<file path="src/rtl/mdio_pkg.sv">
// mdio_pkg: state encoding, frame constants and field widths for the MDIO master
package mdio_pkg;
    typedef enum logic [2:0] {S_IDLE, S_PREAMBLE, S_HEADER, S_TA, S_DATA} state_t;
    localparam logic [1:0] OP_READ  = 2'b10;
    localparam logic [1:0] OP_WRITE = 2'b01;
    localparam logic [1:0] ST       = 2'b01;
    localparam logic [1:0] TA_WRITE = 2'b10;
    localparam int PHY_W  = 5;
    localparam int REG_W  = 5;
    localparam int DATA_W = 16;
endpackage

</file>
<file path="src/rtl/mdio_shift_reg.sv">
// mdio_shift_reg: 32-bit loadable MSB-first shift register with serial input
//   clk, reset : clock and asynchronous active-high reset
//   load       : parallel load of load_val (wins over shift)
//   shift      : shift left by one, sin enters at bit 0
//   msb, nxt   : current and next bit to be sent
//   low        : lower 16 bits, holds the received word after 16 shifts
module mdio_shift_reg (
    input  logic        clk,
    input  logic        reset,
    input  logic        load,
    input  logic [31:0] load_val,
    input  logic        shift,
    input  logic        sin,
    output logic        msb,
    output logic        nxt,
    output logic [15:0] low
);
    logic [31:0] q;
    always_ff @(posedge clk or posedge reset)
        if (reset) q <= '0;
        else if (load) q <= load_val;
        else if (shift) q <= {q[30:0], sin};
    assign msb = q[31];
    assign nxt = q[30];
    assign low = q[15:0];
endmodule

</file>
<file path="src/rtl/mdio_master.sv">
// mdio_master: clause-22 MDIO frame engine driving MDC/MDIO from a clk_en half-period strobe
//   clk, reset            : system clock, asynchronous active-high reset
//   clk_en                : one pulse per MDC half-period
//   start, op_read,
//   phy_addr, reg_addr,
//   wdata                 : request, sampled only when idle
//   busy, done, rdata     : status, completion pulse, read data
//   ack_err               : read with no PHY answering in TA (MDIO_READ_ACK_CHECK_EN)
//   mdc, mdio_o, mdio_oe,
//   mdio_i                : pad-side management clock and tri-state data
module mdio_master
    import mdio_pkg::*;
#(
    parameter int PREAMBLE_BITS = 32
) (
    input  logic              clk,
    input  logic              reset,
    input  logic              clk_en,
    input  logic              start,
    input  logic              op_read,
    input  logic [PHY_W-1:0]  phy_addr,
    input  logic [REG_W-1:0]  reg_addr,
    input  logic [DATA_W-1:0] wdata,
    output logic              busy,
    output logic              done,
    output logic [DATA_W-1:0] rdata,
    output logic              ack_err,
    output logic              mdc,
    output logic              mdio_o,
    output logic              mdio_oe,
    input  logic              mdio_i
);
    localparam logic [5:0] PRE_LAST = 6'(PREAMBLE_BITS - 1);
    state_t state, state_n;
    logic [5:0] cnt, cnt_n;
    logic mdc_n, mdio_o_n, oe_n, done_n, op_rd, op_rd_n, bit_last;
    logic sr_load, sr_shift, sr_in, sr_msb, sr_nxt;
    logic [15:0] sr_low;

    mdio_shift_reg u_sr (
        .clk      (clk),
        .reset    (reset),
        .load     (sr_load),
        .load_val ({ST, op_read ? OP_READ : OP_WRITE, phy_addr, reg_addr, TA_WRITE, wdata}),
        .shift    (sr_shift),
        .sin      (sr_in),
        .msb      (sr_msb),
        .nxt      (sr_nxt),
        .low      (sr_low)
    );

    assign busy = state != S_IDLE;
    assign bit_last = cnt == (state == S_PREAMBLE ? PRE_LAST : state == S_HEADER ? 6'd13 :
                              state == S_TA ? 6'd1 : 6'd15);

    always_ff @(posedge clk or posedge reset)
        if (reset) begin
            state   <= S_IDLE;
            cnt     <= '0;
            mdc     <= 1'b0;
            mdio_o  <= 1'b1;
            mdio_oe <= 1'b0;
            done    <= 1'b0;
            op_rd   <= 1'b0;
        end else begin
            state   <= state_n;
            cnt     <= cnt_n;
            mdc     <= mdc_n;
            mdio_o  <= mdio_o_n;
            mdio_oe <= oe_n;
            done    <= done_n;
            op_rd   <= op_rd_n;
        end

    // Transmit shifts on falling edges; a read's DATA phase instead shifts mdio_i in on rising edges.
    always_comb begin
        state_n  = state;
        cnt_n    = cnt;
        mdc_n    = mdc;
        mdio_o_n = mdio_o;
        oe_n     = mdio_oe;
        done_n   = 1'b0;
        op_rd_n  = op_rd;
        sr_load  = 1'b0;
        sr_shift = 1'b0;
        sr_in    = 1'b0;
        if (state == S_IDLE) begin
            if (start) begin
                state_n  = S_PREAMBLE;
                cnt_n    = '0;
                mdio_o_n = 1'b1;
                oe_n     = 1'b1;
                op_rd_n  = op_read;
                sr_load  = 1'b1;
            end
        end else if (clk_en && !mdc) begin
            mdc_n    = 1'b1;
            sr_shift = op_rd && state == S_DATA;
            sr_in    = mdio_i;
        end else if (clk_en) begin
            mdc_n    = 1'b0;
            state_n  = !bit_last ? state : state == S_DATA ? S_IDLE : state_t'(state + 3'd1);
            cnt_n    = bit_last ? '0 : cnt + 6'd1;
            sr_shift = state != S_PREAMBLE && !(op_rd && state == S_DATA);
            done_n   = state == S_DATA && bit_last;
            mdio_o_n = (done_n || (state == S_PREAMBLE && !bit_last)) ? 1'b1 :
                       state == S_PREAMBLE ? sr_msb : sr_nxt;
            oe_n     = !done_n && !(op_rd && state_n == S_TA) && mdio_oe;
        end
    end

    always_ff @(posedge clk or posedge reset)
        if (reset) rdata <= '0;
        else if (done_n && op_rd) rdata <= sr_low;

`ifdef MDIO_READ_ACK_CHECK_EN
    logic ta_ack;
    always_ff @(posedge clk or posedge reset)
        if (reset) begin
            ta_ack  <= 1'b0;
            ack_err <= 1'b0;
        end else begin
            if (clk_en && !mdc && state == S_TA && cnt == 6'd1) ta_ack <= mdio_i;
            if (done_n) ack_err <= op_rd && ta_ack;
        end
`else
    assign ack_err = 1'b0;
`endif
endmodule

</file>
<file path="config.mk">
export PLATFORM = sky130hd
export DESIGN_NAME = mdio_master
export DESIGN_NICKNAME = d
export VERILOG_FILES = /design/src/rtl/mdio_pkg.sv /design/src/rtl/mdio_shift_reg.sv /design/src/rtl/mdio_master.sv
export SDC_FILE = /design/constraint.sdc
export NUM_CORES = 1
export LEC_CHECK = 0
export CAP_MARGIN = 20
export CORE_AREA = 2 2 82 84
export DETAILED_ROUTE_END_ITERATION = 10
export DIE_AREA = 0 0 84 86
export PLACE_DENSITY = 0.77
export SYNTH_ARGS = -nofsm -noshare
export SYNTH_HDL_FRONTEND = slang
export SYNTH_SLANG_ARGS = --single-unit
export TNS_END_PERCENT = 100
</file>
<file path="constraint.sdc">
create_clock -name clk -period 3 [get_ports clk]
set_input_delay 0.6 -clock clk [delete_from_list [all_inputs] [get_ports clk]]
set_output_delay 0.6 -clock clk [all_outputs]
set_load 0.05 [all_outputs]
</file>
==> results of run 1 <==
[state kept, by name, indices dropped and copies added (netlist names)]
| name | flops |
|---|---|
| op_rd | 1 |
| mdc | 1 |
| done | 1 |
| mdio_o | 1 |
| u_sr.q | 32 |
| cnt | 6 |
| mdio_oe | 1 |
| state | 3 |
| rdata | 16 |
[cell families (layout without fill, tap and decap cells)]
group / count (synthesis) / in the layout / share of synthesized area
muxes: 23 / 23 / 0.0945
other: 1 / 1 / 0.00123
DFF: 62 / 62 / 0.510
and+or+nand+nor: 70 / 70 / 0.123
AOI/OAI and AO/OA: 82 / 82 / 0.199
adders and majority gates: 5 / 5 / 0.0205
buffers and inverters: 27 / 87 / 0.0436
xor gates and xnor gates: 3 / 3 / 0.00863
[layout by cell type (no fill, tap or decap), types with 2 or more instances in the layout]
cell type	n
dfrtp_1	61
clkdlybuf4s50_1	51
nand2_1	22
a22o_1	18
a21o_1	18
o21ai_0	15
nor2_1	11
mux2_4	10
clkbuf_8	10
inv_1	9
buf_4	8
mux2i_1	7
nor3_1	7
nand3_1	6
mux2_2	6
a21oi_1	5
ha_1	5
a21boi_0	4
nand3b_1	3
nand4b_1	3
nand4_1	3
a211oi_1	3
nand2b_1	3
or4b_1	2
xnor2_1	2
and2_1	2
a221o_1	2
a31oi_1	2
bufinv_16	2
clkinvlp_4	2
[area by class of cell]
type	count	area, um2	area share
tap	77	96.3	0.0247
sequential	62	1550	0.399
timing repair buffer	61	603	0.155
multi-input combinational	184	1370	0.353
clock inverter	6	92.6	0.0238
clock buffer	10	138	0.0353
inverter	10	37.5	0.00964
[path summary, 6_finish.rpt]
kind | start | endpoint | slack, ns | depth (start not counted)
hold reg to reg | u_sr.q[25] | u_sr.q[25] | 0.48 | 1
hold / removal | u_sr.q[25] | u_sr.q[25] | 0.48 | 1
setup / recovery | state[1] | mdio_o | 0.25 | 8
setup reg to reg | state[1] | mdio_o | 0.25 | 8
max in group asynchronous | reset | u_sr.q[24] | 1.77 | 3
min in group asynchronous | reset | u_sr.q[9] | 0.65 | 2
[repair_timing]
action                                 4_1_cts  5_1_grt
setup endpoints to repair                    0        1
endpoints found under the hold margin        0        0
gates resized for setup                      0        1
[power by group through the flow]
stage          registers [mW]  logic, mW  clock network (mW)
4_1_cts                  1.36       1.16               0.857
5_1_grt                  1.41       1.28               0.894
3_3_place_gp             1.37       1.11                   0
3_5_place_dp             1.38       1.15                   0
2_1_floorplan            1.35      0.843                   0
6_report                 1.37       1.15               0.842
[layer usage]
| metal | up-vias | GRT usage | wire, um |
|---|---|---|---|
| met5 | - | 0 | 0 |
| met4 | 0 | 0.107 | 114 |
| met3 | 10 | 0.0395 | 307 |
| met2 | 66 | 0.297 | 3050 |
| met1 | 1114 | 0.270 | 3100 |
| li1 | 1111 | - | - |
[critical path, cell delays in order, from the launching register on]
cell	delay, ns
dfrtp_1	0.47
inv_1	0.12
ha_1	0.28
nor4b_1	0.38
mux2i_1	0.38
o21ai_2	0.17
buf_4	0.22
a2111oi_0	0.51
o31ai_1	0.15
==> run metrics, run 1 <==
share of the synthesized area in the top cell type=0.501; Core Box Area=6280 um2; combinational power share=0.342; Max Cap Violations=0; final slew viol count=0; port bufs=52; CP Max Fanout=14; IO Pins=54; dominant synthesized flop cell=dfrtp_1; global placement routability congestion=0.882; sw frac=0.362; CTS tree=done; Commonest cells post-synth=61 x dfrtp_1, 22 x nand2_1, 18 x a21o_1, 18 x a22o_1, 15 x o21ai_0; antenna cell count=0; EDFF count, synth=0; Hold Crit Class=flop to flop; Antenna Nets Post-Route=0; measured slew at the worst slew-check pin=0.602 ns; final hold violation count=0; worst-skew pair later-pin latency=0.35 ns; WS Path Type=flop to flop; Static Leakage=1.80 nW; VDD IR max=0.000383 V; setup TNS=0 ns; setup ws final=0.246 ns; Final nets=365; Post-CTS Setup Bufs=0; clock power share=0.251; root buf cell=clkbuf_8; dpl ws=0.321 ns; status=finished clean; Yosys cell types=56; Setup crit end kind=flop; largest cells by area after synthesis=dfrtp_1 50%, a22o_1 5.2%, mux2_4 4.9%; Longest Clk Path Bufs=2; DPL Wire Length=4680 um; fmax=0.363 GHz; initial antenna violation count=0; Worst EP required=3.25 ns; DRC=0; minimum clock period=2.75 ns; Layout area overhead=27.9%; relative slew slack=0.598; Die ar.=7220 um2; H-tree Lvls=3; first-pass GRT wire length=11100 um; Mapped Area=3050 um2; Startpoint Class=flop; cts hold-fix bufs=0; die width=84 um; gr usage total=0.197; CTS sink cnt=62; Rows=29; via count=2301; Worst Hold Margin=0.477 ns; Tcrit/Tclk final=0.918; switching pwr=1.22 mW; final WL=6570 um; Placed Area=3660 um2; Gate Count Post-Synth=273; layout cell share with drive strength beyond 1=0.147; CTS Buf Count=9; vias per inst=5.61; Starting Density=0.485; async set-reset flop share out of synthesis=1.00; largest net degree at the start of global routing=28; Syn Nets=310; wire length per cell=16.0 um; # fillers=508; DRT iter0 DRCs=108; PD cells=862 nW/um2; total grt overflow=0; worst clock skew=0.00970 ns; syn avg cell area=11.2 um2; vias in the first global route=2293; die height=86 um; placed cells=394; sequential share of power=0.407; unrepaired setup endpoints after global routing=false; Tot Pwr=3.36 mW; CTS clk-pin slew, worst paths=0.07 ns; first-pass detailed-route iteration total=4; most frequent cell after synthesis=dfrtp_1; Yosys Warn Count=0; number of synthesized register bits=62; Seq/Total Area, Yosys=0.510; fin util=0.620; CP arrival=3.01 ns; setup violators final=0; area leader, netlist=dfrtp_1; fin area=3890 um2; Internal=2.14 mW; Final Non-Filler Cells=410
No activity file was read; power rests on OpenSTA's default activity.
==> run 2, diff against run 1 <==
ABC_CLOCK_PERIOD_IN_PS = 3000   (was default)
==> results of run 2 <==
Final layout, timing and power as in run 1 (identical DEF).
==> run 3, diff against run 2 <==
CAP_MARGIN = 10   (was 20)
SLEW_MARGIN = 10   (was default)
==> results of run 3 <==
Final layout, timing and power as in run 1 (identical DEF).
